## src/rtl/mips_pkg.sv

```systemverilog
// Shared MIPS definitions: the funct codes of the HI/LO-class instructions and
// the state encoding of the multiply/divide sequencer.
package mips_pkg;

    localparam logic [5:0] FUNCT_MFHI  = 6'h10;
    localparam logic [5:0] FUNCT_MTHI  = 6'h11;
    localparam logic [5:0] FUNCT_MFLO  = 6'h12;
    localparam logic [5:0] FUNCT_MTLO  = 6'h13;
    localparam logic [5:0] FUNCT_MULT  = 6'h18;
    localparam logic [5:0] FUNCT_MULTU = 6'h19;
    localparam logic [5:0] FUNCT_DIV   = 6'h1A;
    localparam logic [5:0] FUNCT_DIVU  = 6'h1B;

    typedef enum logic [1:0] {
        ST_IDLE = 2'd0,
        ST_MUL  = 2'd1,
        ST_DIV  = 2'd2,
        ST_FIX  = 2'd3
    } state_e;

endpackage

```

## src/rtl/mult_div_iter.sv

```systemverilog
// One combinational step of the iterative datapath: shift-add multiply or
// restoring divide, operating on a {hi, lo} double-width accumulator.
module mult_div_iter #(
    parameter int NBITS = 32
) (
    input  logic             mode_div_i,
    input  logic [NBITS-1:0] hi_i,
    input  logic [NBITS-1:0] lo_i,
    input  logic [NBITS-1:0] opnd_i,
    output logic [NBITS-1:0] hi_o,
    output logic [NBITS-1:0] lo_o
);

    logic [NBITS:0]   sum;
    logic [NBITS:0]   top;
    logic [NBITS-1:0] rem_sub;
    logic             fits;

    always_comb begin
        sum     = {1'b0, hi_i} + {1'b0, opnd_i};
        // Divide: remainder shifted left needs one extra bit before the trial subtract.
        top     = {hi_i, lo_i[NBITS-1]};
        fits    = (top >= {1'b0, opnd_i});
        rem_sub = top[NBITS-1:0] - opnd_i;

        if (mode_div_i) begin
            hi_o = fits ? rem_sub : top[NBITS-1:0];
            lo_o = {lo_i[NBITS-2:0], fits};
        end else begin
            // lo holds the remaining multiplier bits; product bits shift in from the top.
            hi_o = lo_i[0] ? sum[NBITS:1] : {1'b0, hi_i[NBITS-1:1]};
            lo_o = {(lo_i[0] ? sum[0] : hi_i[0]), lo_i[NBITS-1:1]};
        end
    end

endmodule

```

## src/rtl/mult_div_sequencer.sv

```systemverilog
// HI/LO unit for the EX stage: sequences MULT/MULTU/DIV/DIVU one bit per
// cycle, owns HI/LO, serves MTHI/MTLO/MFHI/MFLO and stalls the pipeline.
module mult_div_sequencer
    import mips_pkg::*;
#(
    parameter int NBITS      = 32,
    parameter int NBITSFUNCT = 6
) (
    input  logic                  i_clk,
    input  logic                  i_reset,
    input  logic                  i_Start,
    input  logic [NBITSFUNCT-1:0] i_Funct,
    input  logic [NBITS-1:0]      i_RS,
    input  logic [NBITS-1:0]      i_RT,
    output logic                  o_Stall,
    output logic                  o_Busy,
    output logic                  o_Done,
    output logic                  o_DivByZero,
    output logic [NBITS-1:0]      o_Result,
    output logic [NBITS-1:0]      o_HI,
    output logic [NBITS-1:0]      o_LO
);

    localparam int CW = $clog2(NBITS);

    state_e           state_q, state_d;
    logic [CW-1:0]    cnt_q, cnt_d;
    logic [NBITS-1:0] opnd_q, opnd_d;
    logic [NBITS-1:0] acc_hi_q, acc_hi_d;
    logic [NBITS-1:0] acc_lo_q, acc_lo_d;
    logic [NBITS-1:0] hi_q, hi_d;
    logic [NBITS-1:0] lo_q, lo_d;
    logic             neg_lo_q, neg_lo_d;
    logic             neg_hi_q, neg_hi_d;
    logic             is_div_q, is_div_d;
    logic             dbz_q, dbz_d;
    logic             done_q, done_d;
    logic             dbz_pulse_q, dbz_pulse_d;

    logic [NBITS-1:0]   iter_hi, iter_lo;
    logic [2*NBITS-1:0] prod;
    logic               op_signed;

    function automatic logic [NBITS-1:0] mag(input logic [NBITS-1:0] x, input logic sgn);
        return (sgn && x[NBITS-1]) ? ({NBITS{1'b0}} - x) : x;
    endfunction

    mult_div_iter #(.NBITS(NBITS)) u_iter (
        .mode_div_i (state_q == ST_DIV),
        .hi_i       (acc_hi_q),
        .lo_i       (acc_lo_q),
        .opnd_i     (opnd_q),
        .hi_o       (iter_hi),
        .lo_o       (iter_lo)
    );

    always_comb begin
        state_d     = state_q;
        cnt_d       = cnt_q;
        opnd_d      = opnd_q;
        acc_hi_d    = acc_hi_q;
        acc_lo_d    = acc_lo_q;
        hi_d        = hi_q;
        lo_d        = lo_q;
        neg_lo_d    = neg_lo_q;
        neg_hi_d    = neg_hi_q;
        is_div_d    = is_div_q;
        dbz_d       = dbz_q;
        done_d      = 1'b0;
        dbz_pulse_d = 1'b0;
        op_signed   = (i_Funct == FUNCT_MULT) || (i_Funct == FUNCT_DIV);
        prod        = {acc_hi_q, acc_lo_q};

        case (state_q)
            ST_IDLE: begin
                if (i_Start) begin
                    case (i_Funct)
                        FUNCT_MTHI: hi_d = i_RS;
                        FUNCT_MTLO: lo_d = i_RS;
                        FUNCT_MULT, FUNCT_MULTU: begin
                            opnd_d   = mag(i_RS, op_signed);
                            acc_hi_d = '0;
                            acc_lo_d = mag(i_RT, op_signed);
                            neg_lo_d = op_signed & (i_RS[NBITS-1] ^ i_RT[NBITS-1]);
                            neg_hi_d = op_signed & (i_RS[NBITS-1] ^ i_RT[NBITS-1]);
                            is_div_d = 1'b0;
                            dbz_d    = 1'b0;
                            cnt_d    = CW'(NBITS - 1);
                            state_d  = ST_MUL;
                        end
                        FUNCT_DIV, FUNCT_DIVU: begin
                            is_div_d = 1'b1;
                            if (i_RT == '0) begin
                                dbz_d   = 1'b1;
                                state_d = ST_FIX;
                            end else begin
                                opnd_d   = mag(i_RT, op_signed);
                                acc_hi_d = '0;
                                acc_lo_d = mag(i_RS, op_signed);
                                neg_lo_d = op_signed & (i_RS[NBITS-1] ^ i_RT[NBITS-1]);
                                neg_hi_d = op_signed & i_RS[NBITS-1];
                                dbz_d    = 1'b0;
                                cnt_d    = CW'(NBITS - 1);
                                state_d  = ST_DIV;
                            end
                        end
                        default: ;
                    endcase
                end
            end
            ST_MUL, ST_DIV: begin
                acc_hi_d = iter_hi;
                acc_lo_d = iter_lo;
                if (cnt_q == '0) state_d = ST_FIX;
                else             cnt_d   = cnt_q - 1'b1;
            end
            ST_FIX: begin
                done_d = 1'b1;
                if (dbz_q) begin
                    dbz_pulse_d = 1'b1;
                end else if (is_div_q) begin
                    lo_d = neg_lo_q ? ({NBITS{1'b0}} - acc_lo_q) : acc_lo_q;
                    hi_d = neg_hi_q ? ({NBITS{1'b0}} - acc_hi_q) : acc_hi_q;
                end else begin
                    // Product sign applies to the full double-width value.
                    if (neg_lo_q) prod = {(2*NBITS){1'b0}} - {acc_hi_q, acc_lo_q};
                    hi_d = prod[2*NBITS-1:NBITS];
                    lo_d = prod[NBITS-1:0];
                end
                dbz_d   = 1'b0;
                state_d = ST_IDLE;
            end
            default: state_d = ST_IDLE;
        endcase
    end

    always_ff @(posedge i_clk or posedge i_reset) begin
        if (i_reset) begin
            state_q     <= ST_IDLE;
            cnt_q       <= '0;
            opnd_q      <= '0;
            acc_hi_q    <= '0;
            acc_lo_q    <= '0;
            hi_q        <= '0;
            lo_q        <= '0;
            neg_lo_q    <= 1'b0;
            neg_hi_q    <= 1'b0;
            is_div_q    <= 1'b0;
            dbz_q       <= 1'b0;
            done_q      <= 1'b0;
            dbz_pulse_q <= 1'b0;
        end else begin
            state_q     <= state_d;
            cnt_q       <= cnt_d;
            opnd_q      <= opnd_d;
            acc_hi_q    <= acc_hi_d;
            acc_lo_q    <= acc_lo_d;
            hi_q        <= hi_d;
            lo_q        <= lo_d;
            neg_lo_q    <= neg_lo_d;
            neg_hi_q    <= neg_hi_d;
            is_div_q    <= is_div_d;
            dbz_q       <= dbz_d;
            done_q      <= done_d;
            dbz_pulse_q <= dbz_pulse_d;
        end
    end

    always_comb begin
        o_Result = '0;
        if (i_Start && i_Funct == FUNCT_MFHI)      o_Result = hi_q;
        else if (i_Start && i_Funct == FUNCT_MFLO) o_Result = lo_q;
    end

    assign o_Busy      = (state_q != ST_IDLE);
    assign o_Stall     = o_Busy & i_Start;
    assign o_Done      = done_q;
    assign o_DivByZero = dbz_pulse_q;
    assign o_HI        = hi_q;
    assign o_LO        = lo_q;

endmodule

```

## config.mk

```make
export PLATFORM = sky130hd
export DESIGN_NAME = mult_div_sequencer
export DESIGN_NICKNAME = d
export VERILOG_FILES = /design/src/rtl/mips_pkg.sv /design/src/rtl/mult_div_iter.sv /design/src/rtl/mult_div_sequencer.sv
export SDC_FILE = /design/constraint.sdc
export NUM_CORES = 1
export LEC_CHECK = 0
export BUFFER_PORTS_ARGS = -buffer_cell sky130_fd_sc_hd__buf_2
export CAP_MARGIN = 30
export CORE_ASPECT_RATIO = 0.9
export CORE_MARGIN = 5
export CORE_UTILIZATION = 50
export CTS_CLUSTER_DIAMETER = 100
export DETAILED_ROUTE_END_ITERATION = 8
export PLACE_DENSITY = 0.77
export RECOVER_POWER = 50
export SYNTH_ARGS = -nofsm -noshare
export SYNTH_HDL_FRONTEND = slang
export SYNTH_SLANG_ARGS = --single-unit
```

## constraint.sdc

```tcl
create_clock -name i_clk -period 8.4 [get_ports i_clk]
set_input_delay 1.68 -clock i_clk [delete_from_list [all_inputs] [get_ports i_clk]]
set_output_delay 1.68 -clock i_clk [all_outputs]
set_load 0.01 [all_outputs]
```

* Word-level counts from Yosys, hierarchy flattened
Index checks and enable logic that the tools add are counted.
Storage, ports and cells: register bits after elaboration 173, input bits 73, output and inout port bits 100
Cells by class: add/sub/neg operators 8, magnitude comparators 1, eq/ne operators 20, mux-type cells 54, bitwise logic cells 4, reduce and logical (&&, ||, !) cells 23
Operator list (number):
- $mux W32 | 23
- $pmux W32 S2 | 7
- $sub A1 B32 Y32 const A | 4
- $mux W64 | 1
- $sub A1 B64 Y64 const A | 1
- $eq A6 B5 Y1 const B | 8
- $add A32 B32 Y33 | 1
- $ge A33 B32 Y1 | 1
- $logic_not A32 Y1 | 1
- $sub A32 B32 Y32 | 1
- $pmux W5 S2 | 2
- $reduce_and A4 Y1 | 4
- $mux W5 | 3
- $ne A2 B2 Y1 const B | 5
- $pmux W1 S2 | 5
- $mux W1 | 9
- $reduce_and A3 Y1 | 3
- $reduce_bool A2 Y1 | 4
- $pmux W2 S3 | 1
- $reduce_or A2 Y1 | 3
- $logic_not A5 Y1 | 1
- $reduce_and A5 Y1 | 1
- $sub A5 B1 Y5 const B | 1
- $eq A2 B2 Y1 const B | 2
- other kinds (11) | 18

* Depth between registers and ports, before layout
depth after elaboration 8, mapped depth 14

* Hierarchy
Synthesis repeated with hierarchy kept, for this count alone.
Second synthesis, totals: cell total of the unflattened synthesis 2118, area total of the unflattened synthesis 16539.6 um2
By module, submodules not included:
- mult_div_sequencer | instances 1, cells an instance 1405, area an instance 11641.2 um2
- mult_div_iter | instances 1, cells an instance 713, area an instance 4898.4 um2

* Least setup slack after synthesis
No wires, ideal clock.
path type in2out, start point input i_Funct[1], end point output o_Result[10], data arrival time 2777 ps, required time 6720 ps, path slack 3943 ps, cell stages on the path 4, path through clkbuf_1 > buf_1 > mux2i_1 > nor2_1
Between the ends: cells in the longest elaborated chain, start to end 4, elaborated cells on any way between the ends 6
Ends and longest elaborated chain:
- start, declared | line mult_div_sequencer.sv:12 | input logic [NBITSFUNCT-1:0] i_Funct,
- $eq A6 B5 Y1 | line mult_div_sequencer.sv:172 | else if (i_Start && i_Funct == FUNCT_MFLO) o_Result = lo_q;
- $logic_and A1 B1 Y1 | line mult_div_sequencer.sv:172
- $mux W32 | line mult_div_sequencer.sv:172
- $mux W32 * | line mult_div_sequencer.sv:171 | if (i_Start && i_Funct == FUNCT_MFHI) o_Result = hi_q;
- end, declared | line mult_div_sequencer.sv:19 | output logic [NBITS-1:0] o_Result,
Every way passes the cells marked *; elsewhere a longest branch is shown, timed or not.

* Worst setup path after layout
start point register state_q[1], end point register hi_q[3] (netlist: o_HI[3])
Between the ends: cells in the longest elaborated chain, start to end 3, elaborated cells on any way between the ends 8
Ends and longest elaborated chain:
- start, declared | line mult_div_sequencer.sv:26 | state_e state_q, state_d;
- start signal, assigned | line mult_div_sequencer.sv:153 | state_q <= state_d;
- $eq A2 B2 Y1 / $logic_not A2 Y1 (equally long branches) | line mult_div_sequencer.sv:74 | case (state_q)
- $ne A2 B2 Y1 (no line) (tied with other cells)
- $reduce_and A4 Y1 (no line)
- end signal, assigned | line mult_div_sequencer.sv:158 | hi_q <= hi_d;
- end, declared | line mult_div_sequencer.sv:31 | logic [NBITS-1:0] hi_q, hi_d;
Parallel ways exist; a longest one is shown, timed or not. A chain may end at the register's enable or synchronous reset.

==> metrics.md <==
| Metric | Value |
|---|---|
| CTS hold repair buffers | `0` |
| Syn Area/Cell | `7.76 µm²` |
| Unique masters post-synth | `82` |
| Layout cell share with drive strength beyond 1 | `0.106` |
| Top post-synthesis cells by area | `dfrtp_1 (26%), a21oi_1 (5.9%), o21ai_0 (5.8%)` |
| Overall die width | `201 µm` |
| Skew-Pair Late Insertion Delay | `460 ps` |
| Status | `finished with violations` |
| Fillers | `3005` |
| Die height | `182 µm` |
| Vias | `16900` |
| First-pass GRT wire length | `90.5 mm` |
| RSZ-0062 raised after global routing | `no` |
| Clock skew | `15.1 ps` |
| Final setup viols | `0` |
| Initial Util | `0.510` |
| Synth-to-Final Area Change | `9.14%` |
| Area leader, netlist | `dfrtp_1` |
| Most common cell in the netlist | `nand2_1` |
| Layout Nets | `2334` |
| Syn Std Cell Area | `16400 µm²` |
| CP Launch Type | `flop` |
| Final WS setup | `2560 ps` |
| Register area share after synthesis | `0.264` |
| Final-report hold violation count | `0` |
| Maximum vdd drop | `0.270 mV` |
| I/O Buffers | `172` |
| Failing checks | `capacitance limit, slew limit` |
| Post-synth ARST share | `1.00` |
| Antenna violations before repair | `2` |
| Setup TNS | `0 ps` |
| DR vias/cell | `6.46` |
| Vias in the first global route | `15400` |
| CTS H-tree lvls | `4` |
| Drt total wl | `58.8 mm` |
| Clock buffer depth | `2` |
| Final HPWL from detailed placement | `45.4 mm` |
| Diode count | `0` |
| Worst path required time | `8740 ps` |
| Main flop type after synthesis | `dfrtp_1` |
| Total GRT Usage | `0.312` |
| Nature of the critical path endpoint | `flop` |
| Core area | `32100 µm²` |
| Max stage delay cell, worst path | `clkbuf_1` |
| Max Freq | `0.171 GHz` |
| Yosys top cell area share | `0.264` |
| Routability cong. | `1.00` |
| CTS resizes | `0` |
| CTS buffer count | `17` |
| Mapped Cells | `2112` |
| CTS tree | `built` |
| Largest net degree at the start of global routing | `104` |
| Tcrit/Tclk final | `0.696` |
| Worst path cell trace | `ha_1 -> clkbuf_1 -> clkbuf_1 -> and2_0 -> o21bai_1 -> nand2b_2 -> buf_4 -> a311oi_1 -> a21o_1` |
| # IOs | `173` |
| Post-synthesis register bit count | `173` |
| Worst-Margin Slew | `3460 ps` |
| Rows | `62` |
| Clock sink total | `173` |
| Number of max-cap violations | `3` |
| Crit path max fanout | `77` |
| Antenna Nets Post-Route | `0` |
| CP dominant cell by count | `clkbuf_1` |
| # DRC | `0` |
| Worst-path clk slew | `70 ps` |
| First-pass iteration count of the detailed router | `6` |
| Die ar. | `36500 µm²` |
| Tmin final | `5840 ps` |
| GR Overflow Total | `0` |
| WL per Instance | `22.5 µm` |
| Power Density | `406 nW/µm²` |
| Rel. slew slack | `-1.31` |
| Initial DRC count | `2244` |
| Root Buffer | `clkbuf_16` |
| Setup Fix Bufs, Post-CTS | `0` |
| Synth Net Count | `2261` |
| Hold Path Class | `flop to flop` |
| Dpl ws | `3110 ps` |
| Data arrival, critical path | `6180 ps` |
| EDFF count, synth | `0` |
| Crit-path max cell delay | `2500 ps` |
| Synth cell count leaders | `nand2_1 (232), nor2_1 (195), a21oi_1 (193), o21ai_0 (191), dfrtp_1 (173)` |
| Slew Limit Fails | `169` |
| Lkg Pwr | `7.88 nW` |
| WS Path Type | `flop to flop` |
| Synth warn | `0` |
## metal layers
layer  share of wire  vias up  global-route usage
met2            0.41     1023               0.448
met5         0.00054        -                   0
li1                -     7803                   -
met4           0.044        4               0.119
met3            0.12      159              0.0783
met1            0.43     7884               0.451
## cell type report
cell class              count  area [µm²]  area share
multi-input cells        1725       11200       0.624
flip-flops and latches    173        4330       0.242
repair buffers            196         995      0.0556
well taps                 416         520      0.0291
clock buffers              17         425      0.0238
inverters                  72         272      0.0152
clock inverters            14         180      0.0101
## through the flow
step	utilization	cells	instance area, µm²	total power, mW	hold WS, ps
2_1_floorplan	-	2112	16400	4.90	463
3_3_place_gp	0.539	2576	17300	6.16	482
3_5_place_dp	0.540	2579	17300	6.32	492
4_1_cts	0.558	2610	17900	7.16	504
5_1_grt	0.557	2613	17900	7.77	535
6_report	0.557	2613	17900	7.27	505
## path summary, 6_finish.rpt
kind,startpoint,end,slack [ps],cells past startpoint
min in group asynchronous,i_reset,o_HI[16],1810,2
hold / removal,cnt_q[0],cnt_q[0],510,1
setup / recovery,state_q[1],o_HI[3],2560,9
max in group asynchronous,i_reset,opnd_q[15],4530,4
setup reg to reg,state_q[1],o_HI[3],2560,9
hold reg to reg,cnt_q[0],cnt_q[0],510,1
## layout by cell type, fill, tap and decap left out, types with 20 or more instances in the layout
cell type / instances
a211oi_1: 69
xor2_1: 73
nand2_1: 231
o21ai_0: 191
inv_1: 71
mux2_2: 40
clkbuf_1: 71
nand2b_1: 20
nor2b_1: 26
nor2_1: 195
nor3_1: 44
o211ai_1: 21
dfrtp_1: 173
ha_1: 72
a21o_1: 55
nor4_1: 23
a31oi_1: 24
xnor2_1: 97
a21oi_1: 192
o31ai_1: 29
mux2i_1: 71
nand3_1: 26
buf_2: 105
## logic make-up (layout without fill, tap and decap cells)
family                   Yosys count  after routing  share of synthesized area
AO/OA/AOI/OAI                    707            707                      0.271
AND/OR/NAND/NOR                  661            661                      0.189
buffers and inverters            214            299                     0.0555
flip-flops                       173            173                      0.264
XOR/XNOR                         170            170                     0.0909
multiplexers                     111            111                     0.0709
adder cells (fa/ha/maj)           76             76                     0.0589
## worst max-delay path: cells and delay by family, from the launching register on
| family | cells | cell delay (ps) |
|---|---|---|
| AO/OA/AOI/OAI | 3 | 680 |
| adder cells (fa/ha/maj) | 1 | 170 |
| buffers and inverters | 3 | 3850 |
| flip-flops | 1 | 420 |
| AND/OR/NAND/NOR | 2 | 570 |
## report_power, final
part | leakage, nW | internal [mW] | switching (mW) | total (mW)
logic | 5.39 | 1.71 | 2.96 | 4.66
registers | 2.19 | 1.20 | 0.568 | 1.77
clock network | 0.294 | 0.449 | 0.386 | 0.835
total | 7.88 | 3.36 | 3.91 | 7.27
## sequential cells by signal, indices dropped and copies added, names as in the netlist
| signal | count |
|---|---|
| state_q | 2 |
| o_DivByZero | 1 |
| neg_lo_q | 1 |
| o_Done | 1 |
| cnt_q | 5 |
| o_LO | 32 |
| acc_hi_q | 32 |
| neg_hi_q | 1 |
| opnd_q | 32 |
| o_HI | 32 |
| is_div_q | 1 |
| acc_lo_q | 32 |
| dbz_q | 1 |
Note: power is estimated with default switching activity, not from simulation.
